### config.mk
export PLATFORM = sky130hd
export DESIGN_NAME = dds_phase_accumulator
export DESIGN_NICKNAME = d
export VERILOG_FILES = /design/src/rtl/dds_phase_accumulator.sv
export SDC_FILE = /design/constraint.sdc
export NUM_CORES = 1
export LEC_CHECK = 0
export ABC_AREA = 1
export CORE_ASPECT_RATIO = 1.2
export CORE_MARGIN = 10
export CORE_UTILIZATION = 45
export DETAILED_ROUTE_END_ITERATION = 6
export PLACE_DENSITY = 0.64
export SYNTH_ARGS = -nofsm -noshare
export SYNTH_HDL_FRONTEND = slang
export SYNTH_SLANG_ARGS = --single-unit
### constraint.sdc
create_clock -name clk -period 2.2 [get_ports clk]
set_clock_uncertainty 0.1 [all_clocks]
set_input_delay 0.44 -clock clk [delete_from_list [all_inputs] [get_ports clk]]
set_output_delay 0.44 -clock clk [all_outputs]
set_load 0.01 [all_outputs]
### src/rtl/dds_phase_accumulator.sv
// DDS phase accumulator: qualifies an asynchronous FCW, accumulates it into a
// phase register and derives the ROM address, square wave and wrap pulse.
module dds_phase_accumulator #(
   parameter int unsigned      ACC_W      = 32,
   parameter int unsigned      ADDR_W     = 10,
   parameter logic [ACC_W-1:0] STEP_RESET = ACC_W'(171798691),
   parameter int unsigned      STABLE_N   = 4
) (
   input  logic              clk,
   input  logic              reset,
   input  logic              en,
   input  logic [ACC_W-1:0]  step,
   input  logic [ADDR_W-1:0] phase_ofs,
   output logic [ACC_W-1:0]  step_active,
   output logic [ADDR_W-1:0] rom_addr,
   output logic              addr_valid,
   output logic              wrap_pulse,
   output logic              sq_out
);

   localparam logic [3:0] CNT_MAX = 4'(STABLE_N - 1);

   logic [ACC_W-1:0]  step_s1;
   logic [ACC_W-1:0]  step_s2;
   logic [3:0]        stable_cnt;
   logic [ACC_W-1:0]  acc;
   logic [ACC_W:0]    acc_next;
   logic [ADDR_W-1:0] addr_sum;

   always_comb begin
      acc_next = {1'b0, acc} + {1'b0, step_active};
      addr_sum = acc[ACC_W-1 -: ADDR_W] + phase_ofs;
   end

   // A word is accepted only after STABLE_N equal synchronized samples, so
   // torn multi-bit captures of an in-flight change never reach the accumulator.
   always_ff @(posedge clk or negedge reset) begin
      if (!reset) begin
         step_s1     <= STEP_RESET;
         step_s2     <= STEP_RESET;
         step_active <= STEP_RESET;
         stable_cnt  <= '0;
      end else begin
         step_s1 <= step;
         step_s2 <= step_s1;
         if (step_s1 != step_s2) begin
            stable_cnt <= '0;
         end else if (stable_cnt < CNT_MAX) begin
            stable_cnt <= stable_cnt + 4'd1;
         end else begin
            step_active <= step_s2;
         end
      end
   end

   always_ff @(posedge clk or negedge reset) begin
      if (!reset) begin
         acc        <= '0;
         wrap_pulse <= 1'b0;
      end else if (en) begin
         acc        <= acc_next[ACC_W-1:0];
         wrap_pulse <= acc_next[ACC_W];
      end else begin
         wrap_pulse <= 1'b0;
      end
   end

   always_ff @(posedge clk or negedge reset) begin
      if (!reset) begin
         rom_addr   <= '0;
         sq_out     <= 1'b0;
         addr_valid <= 1'b0;
      end else begin
         rom_addr   <= addr_sum;
         sq_out     <= addr_sum[ADDR_W-1];
         addr_valid <= en;
      end
   end

endmodule

==> results of run 1 <==
==> where the power goes <==
group	internal (W)	leakage, nW	switching [W]
combinational	0.000228	3.11	0.000227
sequential	0.00278	1.75	0.0000677
clock	0.00150	0.273	0.00128
==> through the flow <==
step	setup slack, ns	instance area, sq um	utilization (%)	power [W]	TNS (ns)
floorplan	0.195	7860	-	0.00311	0
global placement	-0.273	9150	53.9	0.00333	-0.346
detailed placement	-0.336	9150	53.9	0.00334	-0.500
CTS	0.0225	9730	57.3	0.00613	0
global route	-0.00901	9810	57.7	0.00633	-0.00911
finish	0.0753	9810	57.7	0.00608	0
==> flip-flops by register name, indices dropped and copies added, names as in the netlist <==
name,count
addr_valid,1
step_active,32
stable_cnt,4
rom_addr,10
wrap_pulse,1
step_s2,32
acc,32
step_s1,32
==> worst max path at each step <==
stage | end | cells past startpoint | from
6_report | step_active[1] | 1 | step_active[1]$_DFFE_PN1P_
5_1_grt | acc[30]$_DFFE_PN0P_ | 12 | step_active[2]$_DFFE_PN0P_
4_1_cts | acc[28]$_DFFE_PN0P_ | 10 | step_active[0]$_DFFE_PN1P_
3_5_place_dp | rom_addr[8]$_DFF_PN0_ | 11 | phase_ofs[0]
3_3_place_gp | rom_addr[8]$_DFF_PN0_ | 11 | phase_ofs[0]
2_1_floorplan | rom_addr[8]$_DFF_PN0_ | 10 | phase_ofs[0]
==> kinds of logic after synthesis <==
group / Yosys count / synth area share (%)
and+or+nand+nor: 556 / 29.7
DFF: 144 / 46.5
AOI/OAI and AO/OA: 59 / 4.01
adders and majority gates: 44 / 7.20
buffers and inverters: 155 / 7.98
xor gates and xnor gates: 41 / 4.57
==> area by class of cell <==
cell class	count	area, sq um	share of cell area, %
clock buffers	18	429	4.38
clock inverters	14	143	1.45
inverters	135	507	5.17
multi-input cells	700	3650	37.2
flip-flops and latches	144	3660	37.3
well taps	216	270	2.76
repair buffers	118	1150	11.7
==> what timing repair did <==
| action | in CTS | in global routing |
|---|---|---|
| endpoints found under the hold margin | 47 | 0 |
| resized for setup | 1 | 18 |
| hold buffers | 1 | 0 |
| setup endpoints to repair | 1 | 15 |
| pin swaps | 0 | 0 |
==> layout by cell type (no fill, tap or decap), types with 6 or more instances in the layout <==
master,count
sky130_fd_sc_hd__a21oi_1,26
sky130_fd_sc_hd__buf_4,25
sky130_fd_sc_hd__clkbuf_16,17
sky130_fd_sc_hd__clkdlybuf4s50_1,87
sky130_fd_sc_hd__dfrtp_1,102
sky130_fd_sc_hd__dfstp_2,42
sky130_fd_sc_hd__ha_1,39
sky130_fd_sc_hd__inv_1,134
sky130_fd_sc_hd__nand2_1,371
sky130_fd_sc_hd__nand3_1,58
sky130_fd_sc_hd__nand4_1,36
sky130_fd_sc_hd__nor2_1,59
sky130_fd_sc_hd__nor3_1,6
sky130_fd_sc_hd__o21ai_0,15
sky130_fd_sc_hd__xnor2_1,30
sky130_fd_sc_hd__xor2_1,11
==> metal layers <==
metal	routed length, um	up-vias
met3	793	26
met2	9020	125
met5	0	-
met1	8690	3015
li1	-	3370
met4	349	0
==> results, run 1 <==
- The flow ran to the end, and the final reports show no timing, DRC or antenna violations.
- The commonest cells after synthesis are sky130_fd_sc_hd__nand2_1, sky130_fd_sc_hd__inv_1, sky130_fd_sc_hd__dfrtp_1.
- The tightest min-delay check is of the reg2reg type.
- The met2 track demand over resource in global routing is roughly 27%.
- For this run, global-route usage on met1 was measured as about 21%.
- The actual transition at the worst max-transition pin is roughly 0.54 ns.
- Summing every instance area after synthesis gives a little under 8000 sq um.
- Relative to the synthesized area, the layout overhead comes to 24.8%.
- The post-route DRC violation count is 0.
- The area enclosed by the die boundary is 23200 sq um.
- Sequential cells were found to cover between 40 and 50% of the synthesized design area.
- The worst-case headroom to the max-slew limit is 64.0%.
- The pin count of the biggest net entering global routing is 56.
- The area of the core is approximately 17000 sq um.
- The CTS H-tree depth is 4.
- The async set or reset register ratio after synthesis is 100%.
- The global-route total usage across every layer is 16.7%.
- The number of synthesized flops with an enable pin is 0.
- Summed over all layers, the routed wires come to 18.9 mm.
- In this run the remaining antenna-violating nets after routing total 0.
- After layout, the minimum clock period comes to 2.12 ns.
- Buffers inserted during clock tree synthesis total 17.
- The library cell with the highest instance count after synthesis is sky130_fd_sc_hd__nand2_1.
- The number of failing setup endpoints in the final timing report is 0.
- The detail-routed via count per cell is 4.86.
- Static timing analysis puts the maximum clock frequency at 471 MHz.
- The global-route wire length before repair is about 32 mm.
- The mean routed wirelength per cell is roughly 14 um.
- In this run the horizontal extent of the chip is approximately 140 um.
- Global routing consumed, on the met3 layer, about 3.3% of the routing resources.
- The maximum root-to-sink buffer count is 2.
- Clock latency on the worst-skew pair, taken at its later pin, is about 0.43 ns.
- The cell area power density is ~620 nW/um^2.
- The post-layout instance count excluding filler cells is 1345.
- The half-perimeter wire length after detailed placement is 14.7 mm.
- The clock-pin transition on the worst setup and hold timing paths is ~0.06 ns.
- The total iterations of the first detailed-routing run is 5.
- The synthesized design devotes to its leading area cell type between 30% and 40% of total area.
- The number of antenna violations at the first check in global routing is 0.
- The count of pins over their slew limit is 0.
- Among all stages on the critical path, the largest delay is contributed by sky130_fd_sc_hd__dfstp_2.
- The netlist uses 31 different library cells.
- The cell family contributing the most delay on the critical path is flip-flops.
- The startpoint of the lowest-slack hold path is step_s1[19]$_DFF_PN1_.
- The worst-case register-to-register setup slack is 0.12 ns.
- The signal on the critical path passes through clkdlybuf4s50_1.
- The number of global-route vias before repair was 6507.
- The worst reg2reg path depth is 11.
- The worst path required time is ~1.7 ns.
- The cell taking the most area after synthesis is sky130_fd_sc_hd__dfrtp_1.
- The final hold violation count came to 0.
- The final period utilization is around 97%.
- The path with the worst hold slack has its endpoint at step_s2[19]$_DFF_PN1_.
- The number of placed instances, taps included, is 1312.
- The mean cell area of the mapped netlist is ~7.9 sq um.
- The row count is 52.
- The leakage power of the design is slightly above 5 nW.
- 0 antenna diodes ended up in the layout.
- The synthesis warning total is 0.
- Final hold analysis gives a worst-case slack of about 0.27 ns.
- The total number of nets in the final design is between 1000 and 1500.
- The initial standard-cell utilization of the core is ~46%.
- The count of input and output buffers is 89.
- The number of max-capacitance violations reported is 0.
- The most used flip-flop cell after synthesis is sky130_fd_sc_hd__dfrtp_1.
- The clock root buffer is sky130_fd_sc_hd__clkbuf_16.
- The largest fanout on the critical path is 4.
- Summing over every cut layer, the via total after detailed routing is around 6500.
- The critical path data arrival time is ~1.6 ns.
- Counting instances, the worst hold path has a depth of 0.
- The maximum vdd ir drop is between 400 and 500 uV.
- At the end of routability-driven placement, the weighted congestion stood at just over 0.9.
- The number of nets in the synthesized netlist is between 1000 and 1500.
- 90 I/O pins were placed.
- The most crowded layer after global routing is met2.
- The endpoint identified for the worst register-to-register timing path is acc[30]$_DFFE_PN0P_.
- The die height is between 150 and 200 um.
- Synthesis produced a netlist whose cell count is about 1000.
- The worst setup path is launched from a register.
- TritonCTS built the clock tree.
- Counting every sink on the clock net gives 144.
- The number of filler instances in the final layout is 1600.
- The launching point of the worst reg2reg path is step_active[0]$_DFFE_PN1P_.
- The buffer and inverter count on the worst path is 1.
- The share of final-layout standard cells stronger than drive strength 1 is 11.1%.
- By area the synthesized netlist is led by sky130_fd_sc_hd__dfrtp_1, sky130_fd_sc_hd__nand2_1, sky130_fd_sc_hd__dfstp_2, sky130_fd_sc_hd__ha_1, sky130_fd_sc_hd__inv_1.
- The final global-route overflow total is 0.
- Once the clock tree was built, the setup fixing pass inserted 0 buffers.
- The number of register bits inferred by synthesis is roughly 140.
- The worst setup path is captured at a primary output.
- The starting DRC count in detailed routing is between 300 and 400.
- The worst stage delay on the critical path is ~0.60 ns.
- The critical path is of the reg2out type.
(Power assumes the default switching activity.)
==> run 2, diff against run 1 <==
--- a/config.mk
+++ b/config.mk
@@ -6,6 +6,7 @@
 export NUM_CORES = 1
 export LEC_CHECK = 0
 export ABC_AREA = 1
+export CAP_MARGIN = 10
 export CORE_ASPECT_RATIO = 1.2
 export CORE_MARGIN = 10
 export CORE_UTILIZATION = 45
==> results of run 2 <==
The final DEF is identical to that of run 1; final timing and power are the same.
==> run 3, diff against run 2 <==
--- a/config.mk
+++ b/config.mk
@@ -12,6 +12,7 @@
 export CORE_UTILIZATION = 45
 export DETAILED_ROUTE_END_ITERATION = 6
 export PLACE_DENSITY = 0.64
+export SKIP_LAST_GASP = 1
 export SYNTH_ARGS = -nofsm -noshare
 export SYNTH_HDL_FRONTEND = slang
 export SYNTH_SLANG_ARGS = --single-unit
==> results of run 3 <==
The final DEF is identical to that of run 1; final timing and power are the same.
